`src/rtl/latch_bank_writer_pkg.sv`:
```
// Shared types and helpers for the latch bank write controller.
// Build option: WRITE_VERIFY_EN (readback verify) is handled in latch_bank_writer.
package latch_wr_pkg;

  typedef enum logic [2:0] {
    IDLE   = 3'd0,
    SETUP  = 3'd1,
    PULSE  = 3'd2,
    HOLD   = 3'd3,
    VERIFY = 3'd4
  } state_t;

  localparam int DEF_WIDTH     = 8;
  localparam int DEF_ADDR_W    = 2;
  localparam int DEF_SETUP_CYC = 1;
  localparam int DEF_PULSE_CYC = 2;
  localparam int DEF_HOLD_CYC  = 1;

  // Largest address width the one-hot helper can decode.
  localparam int ONEHOT_MAX_ADDR_W = 6;

  function automatic logic [(1 << ONEHOT_MAX_ADDR_W)-1:0] onehot(
    input logic [ONEHOT_MAX_ADDR_W-1:0] addr
  );
    onehot       = '0;
    onehot[addr] = 1'b1;
  endfunction

  function automatic int max3(input int a, input int b, input int c);
    int m;
    m = (a > b) ? a : b;
    return (m > c) ? m : c;
  endfunction

endpackage

```
`src/rtl/latch_bank_writer_phase_counter.sv`:
```
// Loadable down-counter with zero flag; times every phase of a write.
module phase_counter #(
  parameter int CNT_W = 2
) (
  input  logic             clk,
  input  logic             rst_n,
  input  logic             load,
  input  logic [CNT_W-1:0] load_val,
  output logic             zero
);

  logic [CNT_W-1:0] cnt;

  // Reload on state entry, otherwise count down and park at zero.
  always_ff @(posedge clk or negedge rst_n) begin
    if (!rst_n) begin
      cnt <= '0;
    end else if (load) begin
      cnt <= load_val;
    end else if (cnt != '0) begin
      cnt <= cnt - 1'b1;
    end
  end

  assign zero = (cnt == '0);

endmodule

```
`src/rtl/latch_bank_writer.sv`:
```
// Write controller for a bank of gated D latches: drives the shared D bus,
// then pulses one registered enable with fixed setup/pulse/hold cycles.
// Build option: define WRITE_VERIFY_EN to add Q_rb/verify_err and a VERIFY
// cycle after HOLD that compares readback with the written word.
module latch_bank_writer
  import latch_wr_pkg::*;
#(
  parameter int WIDTH     = DEF_WIDTH,
  parameter int ADDR_W    = DEF_ADDR_W,
  parameter int SETUP_CYC = DEF_SETUP_CYC,
  parameter int PULSE_CYC = DEF_PULSE_CYC,
  parameter int HOLD_CYC  = DEF_HOLD_CYC
) (
  input  logic                     clk,
  input  logic                     rst_n,
  input  logic                     in_valid,
  output logic                     in_ready,
  input  logic [ADDR_W-1:0]        in_addr,
  input  logic [WIDTH-1:0]         in_data,
  output logic [WIDTH-1:0]         D,
  output logic [(1 << ADDR_W)-1:0] En,
  output logic                     busy
`ifdef WRITE_VERIFY_EN
  ,
  input  logic [WIDTH-1:0]         Q_rb,
  output logic                     verify_err
`endif
);

  localparam int NWORDS  = 1 << ADDR_W;
  localparam int MAX_CYC = max3(SETUP_CYC, PULSE_CYC, HOLD_CYC);
  localparam int CNT_W   = $clog2(MAX_CYC + 1);

`ifdef WRITE_VERIFY_EN
  localparam state_t POST_HOLD = VERIFY;
`else
  localparam state_t POST_HOLD = IDLE;
`endif

  state_t            state, next_state;
  logic [ADDR_W-1:0] addr_q;
  logic [ADDR_W-1:0] en_addr;
  logic              accept;
  logic              load;
  logic [CNT_W-1:0]  load_val;
  logic              zero;

  assign in_ready = (state == IDLE);
  assign busy     = ~in_ready;
  assign accept   = in_valid && in_ready;
  // With SETUP_CYC=0 the enable rises on the accept edge, before addr_q is loaded.
  assign en_addr  = accept ? in_addr : addr_q;

  phase_counter #(.CNT_W(CNT_W)) u_phase_counter (
    .clk      (clk),
    .rst_n    (rst_n),
    .load     (load),
    .load_val (load_val),
    .zero     (zero)
  );

  // State register.
  always_ff @(posedge clk or negedge rst_n) begin
    if (!rst_n) begin
      state <= IDLE;
    end else begin
      state <= next_state;
    end
  end

  // Next state and counter reload; zero-length phases are skipped.
  always_comb begin
    next_state = state;
    load       = 1'b0;
    load_val   = '0;
    case (state)
      IDLE: begin
        if (in_valid) begin
          load = 1'b1;
          if (SETUP_CYC > 0) begin
            next_state = SETUP;
            load_val   = CNT_W'(SETUP_CYC - 1);
          end else begin
            next_state = PULSE;
            load_val   = CNT_W'(PULSE_CYC - 1);
          end
        end
      end
      SETUP: begin
        if (zero) begin
          next_state = PULSE;
          load       = 1'b1;
          load_val   = CNT_W'(PULSE_CYC - 1);
        end
      end
      PULSE: begin
        if (zero) begin
          if (HOLD_CYC > 0) begin
            next_state = HOLD;
            load       = 1'b1;
            load_val   = CNT_W'(HOLD_CYC - 1);
          end else begin
            next_state = POST_HOLD;
          end
        end
      end
      HOLD: begin
        if (zero) begin
          next_state = POST_HOLD;
        end
      end
      VERIFY:  next_state = IDLE;
      default: next_state = IDLE;
    endcase
  end

  // Capture address/data on accept; enables are a registered decode of the next state.
  always_ff @(posedge clk or negedge rst_n) begin
    if (!rst_n) begin
      addr_q <= '0;
      D      <= '0;
      En     <= '0;
    end else begin
      if (accept) begin
        addr_q <= in_addr;
        D      <= in_data;
      end
      En <= (next_state == PULSE) ? NWORDS'(onehot(ONEHOT_MAX_ADDR_W'(en_addr))) : '0;
    end
  end

`ifdef WRITE_VERIFY_EN
  // Readback check; D still holds the written word during VERIFY.
  always_ff @(posedge clk or negedge rst_n) begin
    if (!rst_n) begin
      verify_err <= 1'b0;
    end else if (accept) begin
      verify_err <= 1'b0;
    end else if (state == VERIFY) begin
      verify_err <= (Q_rb != D);
    end
  end
`endif

endmodule

```
`config.mk`:
```
export PLATFORM = sky130hd
export DESIGN_NAME = latch_bank_writer
export DESIGN_NICKNAME = d
export VERILOG_FILES = /design/src/rtl/latch_bank_writer_pkg.sv /design/src/rtl/latch_bank_writer_phase_counter.sv /design/src/rtl/latch_bank_writer.sv
export SDC_FILE = /design/constraint.sdc
export NUM_CORES = 1
export LEC_CHECK = 0
export ABC_AREA = 1
export CAP_MARGIN = 5
export CORE_MARGIN = 3
export CORE_UTILIZATION = 44
export CTS_CLUSTER_DIAMETER = 120
export DETAILED_ROUTE_END_ITERATION = 10
export GPL_ROUTABILITY_DRIVEN = 0
export GPL_TIMING_DRIVEN = 0
export PLACE_DENSITY = 0.87
export RECOVER_POWER = 50
export SKIP_LAST_GASP = 1
export SYNTH_ARGS = -nofsm -noshare
export SYNTH_HDL_FRONTEND = slang
export SYNTH_SLANG_ARGS = --single-unit
```
`constraint.sdc`:
```
create_clock -name clk -period 1.5 [get_ports clk]
set_clock_uncertainty 0.2 [all_clocks]
set_input_delay 0.45 -clock clk [delete_from_list [all_inputs] [get_ports clk]]
set_output_delay 0.45 -clock clk [all_outputs]
set_load 0.1 [all_outputs]
```
## Word level (Yosys, flattened, before mapping)

Cells that the tools add are included.

- Flip-flop bits (word level): 19
- Latch bits: 0
- Memory bits (writable): 0
- ROM bits: 0
- Bits of input ports: 13
- Output and inout port bits: 14
- Word-level logic and storage cells: 36
- Memories kept: 0

- $add $sub $neg: 1
- Multiply operators: 0
- Div/mod/pow operators: 0
- $lt $le $gt $ge: 2
- Equal/unequal tests: 4
- Shifts and indexed selects: 0
- Muxes and demuxes: 16
- Bitwise logic cells: 1
- Reduce and logical (&&, ||, !) cells: 7

Operator list:

| cell | number |
|---|---|
| $mux W3 | 4 |
| $pmux W3 S4 | 1 |
| $eq A3 B2 Y1 const B | 3 |
| $lt A2 B7 Y1 const B | 1 |
| $mux W2 | 3 |
| $mux W1 | 5 |
| $mux W4 | 1 |
| $reduce_bool A2 Y1 | 2 |
| $eq A3 B1 Y1 const B | 1 |
| $logic_not A3 Y1 | 1 |
| $demux W1 S2 | 1 |
| $ge A2 B1 Y1 const B | 1 |
| $logic_and A1 B1 Y1 | 2 |
| $logic_not A2 Y1 | 1 |
| $pmux W1 S2 | 1 |
| $reduce_or A2 Y1 | 1 |
| $sub A2 B1 Y2 const B | 1 |
| $not A1 Y1 | 1 |

## Logic depth before layout (Yosys ltp)

Gate-level depths: netlist of the first run.

- Depth after elaboration: 8
- Depth in mapped cells: 7
- Mapped depth without buffers: 7

## Hierarchy

A second synthesis of the first run with hierarchy kept.

- Cell total of the unflattened synthesis: 107
- Area total of the unflattened synthesis: 907.1 µm²

Modules (own cells, without submodules):

| module | times used | cells an instance | area an instance (µm²) | seq. area each (µm²) |
|---|---|---|---|---|
| latch_bank_writer | 1 | 90 | 787.0 | 425.4 |
| phase_counter | 1 | 17 | 120.1 | 50.0 |

## Worst setup path before layout of the first run

Ideal clock, no wire load.

- Path type: register to output
- Start: reg state[0]
- End: out in_ready
- Arrival time: 2018 ps
- Data required time: 850 ps
- Slack: -1168 ps
- Cell stages (with the launch flop): 4
- Path buffers: 0
- Path through: dfrtp_1 > nor2_4 > nand2_1 > inv_1

- Word-level cells in the longest chain between the ends: 1

Ends and longest elaborated chain:

| what | RTL line | source |
|---|---|---|
| start: declaration | latch_bank_writer.sv:40 | `state_t state, next_state;` |
| start signal: assignment | latch_bank_writer.sv:67 | `state <= next_state;` |
| $logic_not A3 Y1 | latch_bank_writer.sv:48 | `assign in_ready = (state == IDLE);` |
| end: declaration | latch_bank_writer.sv:17 | `output logic in_ready,` |

No other way between the ends.

## Worst setup path after layout of the first run

- Start: reg state[2]
- End: out in_ready

The elaborated chain is that of the path after synthesis.

==> impl_metrics.toml, run 1 <==
[clock_network]
clkTransAtPathRegs_ns = 0.10
clk_latency_ns = 0.28
cts_made_buffers = 3
cts_htree_levels = 1
hold_buffers = 0
cts_buffer_depth = 2
root_buffer = "clkbuf_4"
clock-sinks = 19
tritoncts = "built"

[worst_setup_path]
crit_path_end_kind = "output pin"
cp_max_fo = 2
crit_path_cell_trace = "nor2_4, nand2_8, clkinvlp_4, buf_12"
slowest_stage = "dfrtp_1"
r2r_setup_slack_ns = -0.30
critical_path.top_delay_family = "flip-flops"
rr_startpoint = "state[2]"
required_ns = 0.85
rr_endpoint = "En[3]"
worst_path_largest_cell_delay_ns = 0.43
crit_path_start_kind = "register"
worst-path-buf-inv = 2
worstSetupPathType = "reg2out"
critical_path_arrival_ns = 1.22
reg2reg_depth = 8

[run_status]
status = "finished, violations left"
failed_checks = "setup timing"

[timing]
clock.fmax_mhz = 534
rsz0062_at_grt = "yes"
setup_viol_count_final = 31
worst_slack_ns = -0.371
layout_min_cycle_time_ns = 1.87
finalHoldViolCount = 0
worstMarginPinSlew_ns = 1.01
drv_slew = 0
slew_headroom_pct = 33.0
fin_setup_tns_ns = -4.51
fin_crit_sh_pct = 125

[routing]
drcViolationCount = 0
firstDrtPassIters = 4
ant_nets = 0
finalWirelength_microns = 2700
vias = 844
viasPerCell = 5.15
detail_route.wl_per_cell_microns = 16.5
drt-initial-drc-count = 21

[final_layout]
layout.nets = 154
seqCellArea_sq_um = 492
drive_gt1_share_pct = 41.7
area_growth_syn_to_layout_pct = 73.1
utilization_pct = 83.1
final_cell_area_sq_um = 1470
multiInputGateArea_sq_um = 357
fillers = 100
antenna_cells = 0

[power]
clockPowerShare_pct = 6.9
swShare_pct = 52.9
p_sw_uw = 1850
leakagePower_uw = 0.000696
peakVddDrop_mv = 2.23
seqPwrFrac_pct = 25.9
power_uw = 3500
intPower_uw = 1650
power_density_nw_per_um2 = 2390
pwr-share-comb_pct = 67.2

[synth]
syn_area_sq_um = 847
yosys.area.top_type_share_pct = 56.1
syn_avg_cell_area_sq_um = 8.64
ys_ff_latch = 19
synthMuxAreaShare_pct = 0
synth-compound-area-share_pct = 9.45
synth-warning-count = 0
yosys.cell_types.count = 18
synth_edf_count = 0
synthFlopType = "dfrtp_1"
yosysTopAreaCell = "dfrtp_1"
synth-async-reset-ratio_pct = 100
yosysMostFrequentCell = "nand2_1"
synth_cells = 98
synth_xor_area_share_pct = 0
yosys.area_share.simple_pct = 21.9
synthAdderAreaFrac_pct = 1.48
synth_area_leaders = "dfrtp_1 56%, nand2_1 10%, inv_1 8.9%, o21ai_0 4.7%, nor2_1 4.4%"
synth-seq-area-share_pct = 56.1
synth_common_cells = "23 x nand2_1, 20 x inv_1, 19 x dfrtp_1, 10 x nor2_1, 8 x o21ai_0"
synth_nets = 112
synth_top_family_by_area = "simple AND/OR/NAND/NOR gates"

[flow_run]
max_cap_violations = 0

[placement]
dpl.hpwl_microns = 1380
portBuffers = 26
place_ws_ns = -1.05
place_area_sq_um = 1170

[floorplanning]
die_x_microns = 49.9
fp.dieH_microns = 49.9
ios = 27
core_region_area_sq_um = 1760
start_util_pct = 48.0
row_count = 15
die_area_sq_um = 2490

[global_route]
antenna_found_initial = 0
gr-total-overflow = 0
grt_pass1_wl_microns = 3580
track_usage_pct = 19.0
grt_pass1_vias = 851
grt_max_degree = 20

[min_path]
hold_path.class = "in2async"
[per-layer routing]
| layer | share of wire (%) | vias to the layer above | wire length [microns] | track usage [%] |
|---|---|---|---|---|
| met3 | 7.2 | 4 | 194 | 3.63 |
| met1 | 35 | 406 | 935 | 19.2 |
| met5 | 0 | - | 0 | 0 |
| li1 | - | 385 | - | - |
| met4 | 0.78 | 0 | 21 | 7.83 |
| met2 | 57 | 49 | 1550 | 37.2 |
[worst max-delay path by stage]
stage	endpoint	cells past startpoint	start	slack (ns)
5_1_grt	in_ready	4	state[2]	-0.43
3_3_place_gp	in_ready	4	state[1]	-1.01
3_5_place_dp	in_ready	4	state[0]	-1.05
6_report	in_ready	4	state[2]	-0.37
2_1_floorplan	in_ready	3	state[0]	-0.32
4_1_cts	in_ready	4	state[0]	-0.39
[logic make-up after synthesis]
group,Yosys count
fa+ha+maj,1
flops,19
compound gates,14
simple gates,41
other cells,1
buf+inv,22
[power groups by stage]
stage | Clock [uW] | Combinational (uW) | Sequential, uW
floorplan | 0 | 584 | 1650
global placement | 0 | 1770 | 824
detailed placement | 0 | 1820 | 834
CTS | 259 | 2050 | 860
global route | 283 | 2450 | 923
finish | 243 | 2350 | 908
[final cells by class]
class	instances	area share [%]
well taps	25	2.13
inverters	20	5.55
flip-flops and latches	19	33.5
clock buffers	4	1.79
plain buffers	2	1.71
repair buffers	36	31.0
multi-input cells	58	24.3
[per-stage QoR]
stage | instances | hold WS [ns]
final | 164 | 0.104
after global routing | 164 | 0.161
after CTS | 159 | 0.325
after detailed placement | 149 | 0.284
after global placement | 149 | 0.273
after floorplan | 98 | -0.0456
[registers in the layout, indices dropped and copies added (netlist names)]
name and flops:
state 3, En 4, D 8, u_phase_counter.cnt 2, addr_q 2
[timing repair]
item,4_1_cts,5_1_grt
pin swaps,2,5
endpoints found under the setup margin,27,44
setup buffers,3,7
gates resized for setup,123,26
cloned,3,0
[placed cells by master (no fill, tap or decap), drive strengths merged]
cell / count
dfrtp: 19
a21oi: 1
nor2: 11
nand4: 2
conb: 1
ha: 1
nand2: 23
clkdlybuf4s50: 11
clkinvlp: 1
o21ai: 12
o21bai: 1
nand3: 5
clkbuf: 7
nor3: 1
buf: 24
inv: 19
(Power assumes the default switching activity.)
==> run 2: changes to the inputs <==
--- a/config.mk
+++ b/config.mk
@@ -9,7 +9,7 @@
 export CAP_MARGIN = 5
 export CORE_MARGIN = 3
 export CORE_UTILIZATION = 44
-export CTS_CLUSTER_DIAMETER = 120
+export CTS_CLUSTER_DIAMETER = 80
 export DETAILED_ROUTE_END_ITERATION = 10
 export GPL_ROUTABILITY_DRIVEN = 0
 export GPL_TIMING_DRIVEN = 0
==> constraint.sdc (replaced) <==
create_clock -name clk -period 1.8 [get_ports clk]
set_clock_uncertainty 0.2 [all_clocks]
set_input_delay 0.54 -clock clk [delete_from_list [all_inputs] [get_ports clk]]
set_output_delay 0.54 -clock clk [all_outputs]
set_load 0.1 [all_outputs]
==> run 2 against run 1 <==
Effect of this change: the run still ends with setup timing left; largest cell class unchanged; critical path type unchanged; die area unchanged; register-to-register slack improved by 0.41 ns; first-iteration DRC count decreased by 43%; clock-buffer cell count did not move; critical path depth stayed put; via count decreased by 14%.
==> impl_metrics.toml, run 2 (synthesized netlist as in run 1, its figures left out) <==
[run_status]
status = "finished, violations left"
failed_checks = "setup timing"

[worst_setup_path]
crit_path_start = "state[2]"
worstSetupPathType = "reg2out"
r2r_setup_slack_ns = 0.11
crit_path_cell_trace = "nor2_4, nand2_8, clkinvlp_4, buf_12"
crit_path_start_kind = "register"
worst_path_largest_cell_delay_ns = 0.42
worst-path-buf-inv = 2
rr_startpoint = "state[2]"
slowest_stage = "dfrtp_1"
critical_path.top_delay_family = "flip-flops"
rr_endpoint = "D[3]"
cp-endpoint = "in_ready"
crit_path_end_kind = "output pin"
required_ns = 1.06
reg2reg_depth = 6
path_depth = 4
cp_max_fo = 2
critical_path_arrival_ns = 1.21

[final_layout]
final_cell_area_sq_um = 1180
drive_gt1_share_pct = 21.4
layout_common_cells = "22 x nand2_1, 19 x dfrtp_1, 18 x inv_1"
mostFrequentLayoutCell = "nand2_1"
area_growth_syn_to_layout_pct = 39.9
fillers = 153
utilization_pct = 67.2
largest_reg_flops = 8
antenna_cells = 0
top_register = "D"
top_regs = "D: 8 flops, En: 4 flops, state: 3 flops"
layout.nets = 146

[global_route]
grt_pass1_vias = 751
track_usage_pct = 16.0
grt_max_degree = 20
antenna_found_initial = 0
gr-total-overflow = 0
grt_pass1_wl_microns = 3090

[routing]
ant_nets = 0
detail_route.wl_per_cell_microns = 10.8
viasPerCell = 4.63
vias = 722
firstDrtPassIters = 4
finalWirelength_microns = 1680
drcViolationCount = 0
drt-initial-drc-count = 12

[placement]
dpl.hpwl_microns = 1340
place_area_sq_um = 1160
portBuffers = 26

[timing]
layout_min_cycle_time_ns = 1.95
finalHoldViolCount = 0
rsz0062_at_grt = "yes"
worstMarginPinSlew_ns = 0.822
setup_viol_count_final = 2
whs_ns = 0.306
worst_slack_ns = -0.148
clock.fmax_mhz = 513
slew_headroom_pct = 45.0
fin_crit_sh_pct = 108
drv_slew = 0

[min_path]
hold_path.class = "reg2reg"
worst_hold_startpoint = "D[0]"

[floorplanning]
start_util_pct = 48.0
die_x_microns = 49.9
fp.dieH_microns = 49.9
row_count = 15
ios = 27
die_area_sq_um = 2490
core_region_area_sq_um = 1760

[flow_run]
max_cap_violations = 0

[clock_network]
clkTransAtPathRegs_ns = 0.10
cts_htree_levels = 1
clk_latency_ns = 0.29
hold_buffers = 0
cts_buffer_depth = 2
root_buffer = "clkbuf_4"
cts_made_buffers = 3
clock-sinks = 19
tritoncts = "built"
-- run 2: worst min path at each step --
stage	end	cells after the start
6_report	D[0]	2
4_1_cts	D[0]	2
3_3_place_gp	D[7]	2
5_1_grt	D[0]	2
2_1_floorplan	D[0]	0
3_5_place_dp	D[0]	2
-- run 2: worst min-delay path: stages (launching register included) --
cell and delay (ns):
dfrtp_1 0.36, nand2_1 0.05, o21ai_0 0.06
-- run 2: routing by layer --
layer,part of all wire (%),GRT usage [%],up-vias
li1,-,-,365
met1,38,18.4,329
met2,54,29.1,25
met3,6.2,3.32,3
met4,1.6,5.53,0
met5,0,0,-
-- run 2: final cells by class --
| type | count | area (sq um) | area share, % |
|---|---|---|---|
| Tap cell | 25 | 31.3 | 2.64 |
| Inverter | 20 | 78.8 | 6.65 |
| Timing Repair Buffer | 29 | 260 | 22.0 |
| Buffer | 2 | 15.0 | 1.27 |
| Clock buffer | 4 | 26.3 | 2.22 |
| Multi-Input combinational cell | 57 | 298 | 25.1 |
| Sequential cell | 19 | 475 | 40.1 |
-- run 2: timing repair --
item                       CTS  global route
buffers inserted             2             1
setup endpoints to repair   14             6
gates resized for setup     84             4
pin swaps                    1             2
-- run 2: per-stage QoR --
stage	setup WS (ns)	cells	TNS, ns
floorplan	-0.111	98	-0.111
global placement	-0.799	149	-7.34
detailed placement	-0.833	149	-8.00
CTS	-0.152	155	-0.293
global route	-0.212	156	-0.424
finish	-0.148	156	-0.287
Power of run 2 is left out: the tool's default activity adds up to more than one toggle a clock period on the data nets, which glitch-free logic cannot reach.
==> run 3: changes to the inputs <==
--- a/config.mk
+++ b/config.mk
@@ -6,7 +6,7 @@
 export NUM_CORES = 1
 export LEC_CHECK = 0
 export ABC_AREA = 1
-export CAP_MARGIN = 5
+export CAP_MARGIN = 20
 export CORE_MARGIN = 3
 export CORE_UTILIZATION = 44
 export CTS_CLUSTER_DIAMETER = 80
@@ -15,7 +15,6 @@
 export GPL_TIMING_DRIVEN = 0
 export PLACE_DENSITY = 0.87
 export RECOVER_POWER = 50
-export SKIP_LAST_GASP = 1
 export SYNTH_ARGS = -nofsm -noshare
 export SYNTH_HDL_FRONTEND = slang
 export SYNTH_SLANG_ARGS = --single-unit
==> run 3 against run 2 <==
Effect of this change: the run still ends with setup timing left; die area unchanged; global-route usage unchanged; cell count unchanged; via count increased by 0.97%; clock-buffer cell count unchanged; sequential share of layout area unchanged; first-iteration DRC count decreased by 8.3%; non-clock buffer count unchanged; routed wire length about the same; core utilization unchanged; sequential cell count unchanged.
==> impl_metrics.toml, run 3 (synthesized netlist as in run 1, its figures left out) <==
[worst_setup_path]
worstSetupPathType = "reg2out"
worst_path_largest_cell_delay_ns = 0.43
cp_max_fo = 2
crit_path_start_kind = "register"
crit_path_cell_trace = "nor2_4, nand2_8, clkinvlp_4, buf_12"
crit_path_end_kind = "output pin"
reg2reg_depth = 7
critical_path_arrival_ns = 1.21
required_ns = 1.06
slowest_stage = "dfrtp_1"

[floorplanning]
row_count = 15
core_region_area_sq_um = 1760
ios = 27
die_x_microns = 49.9
start_util_pct = 48.0
die_area_sq_um = 2490
fp.dieH_microns = 49.9

[global_route]
grt_pass1_wl_microns = 3090
grt_pass1_vias = 751
gr-total-overflow = 0
antenna_found_initial = 0
grt_max_degree = 20
track_usage_pct = 16.0

[final_layout]
seqCellArea_sq_um = 475
mostFrequentLayoutCell = "nand2_1"
antenna_cells = 0
fillers = 153
final_cell_area_sq_um = 1180
top_regs = "D: 8 flops, En: 4 flops, state: 3 flops"
layout.nets = 146
top_register = "D"
multiInputGateArea_sq_um = 298
drive_gt1_share_pct = 21.4
largest_reg_flops = 8
area_growth_syn_to_layout_pct = 39.9
layout_common_cells = "22 x nand2_1, 19 x dfrtp_1, 18 x inv_1"
utilization_pct = 67.2

[timing]
worstMarginPinSlew_ns = 0.825
layout_min_cycle_time_ns = 1.95
worst_slack_ns = -0.153
drv_slew = 0
rsz0062_at_grt = "yes"
slew_headroom_pct = 44.8
setup_viol_count_final = 2
finalHoldViolCount = 0
fin_setup_tns_ns = -0.296
clock.fmax_mhz = 512
fin_crit_sh_pct = 108

[routing]
vias = 729
detail_route.wl_per_cell_microns = 10.7
finalWirelength_microns = 1680
drcViolationCount = 0
ant_nets = 0
viasPerCell = 4.67
drt-initial-drc-count = 11
firstDrtPassIters = 4

[min_path]
whs_path_depth = 2
hold_path.class = "reg2reg"

[clock_network]
tritoncts = "built"
clk_latency_ns = 0.29
hold_buffers = 0
cts_htree_levels = 1
clock-sinks = 19
cts_buffer_depth = 2
cts_made_buffers = 3
clkTransAtPathRegs_ns = 0.10
root_buffer = "clkbuf_4"

[run_status]
failed_checks = "setup timing"
status = "finished, violations left"

[flow_run]
max_cap_violations = 0

[placement]
portBuffers = 26
dpl.hpwl_microns = 1340
place_area_sq_um = 1160
-- run 3: cell counts in the layout (fill, tap and decap cells not counted) --
Identical to the previous run, type by type.
-- run 3: worst max-delay path, delay by kind of cell, from the launching register on --
family                 cells  cell delay [ns]
flip-flops                 1             0.43
AND/OR/NAND/NOR            2             0.25
buffers and inverters      2             0.24
-- run 3: layer usage --
metal	global-route usage [%]	vias up	wire, microns
met3	3.32	3	104
met2	29.1	25	898
met5	0	-	0
met1	18.4	336	646
li1	-	365	-
met4	5.53	0	26
-- run 3: final timing paths --
| kind | startpoint | to | slack (ns) |
|---|---|---|---|
| worst max register to register | state[2] | D[6] | 0.11 |
| worst min register to register | D[0] | D[0] | 0.31 |
| max in group asynchronous | rst_n | En[2] | 0.38 |
| worst min-delay path | D[0] | D[0] | 0.31 |
| worst max-delay path | state[2] | in_ready | -0.15 |
| min in group asynchronous | rst_n | D[0] | 0.51 |
-- run 3: metrics by stage --
stage,cells,hold slack (ns),worst slack [ns]
finish,156,0.308,-0.153
global route,156,0.326,-0.212
CTS,155,0.303,-0.152
detailed placement,149,0.281,-0.833
global placement,149,0.266,-0.799
floorplan,98,0.0444,-0.111
-- run 3: cell type report --
class	count	share of cell area, %
tap	25	2.64
timing repair buffer	29	22.0
inverter	20	6.65
multi-input combinational	57	25.1
buffer	2	1.27
sequential	19	40.1
clock buffer	4	2.22
-- run 3: timing repair --
item / in CTS / in global routing
buffers inserted: 2 / 1
cloned: 0 / 0
gates resized for setup: 84 / 5
pin swaps: 1 / 2
setup endpoints to repair: 14 / 6
Power of run 3 is left out for the same reason.
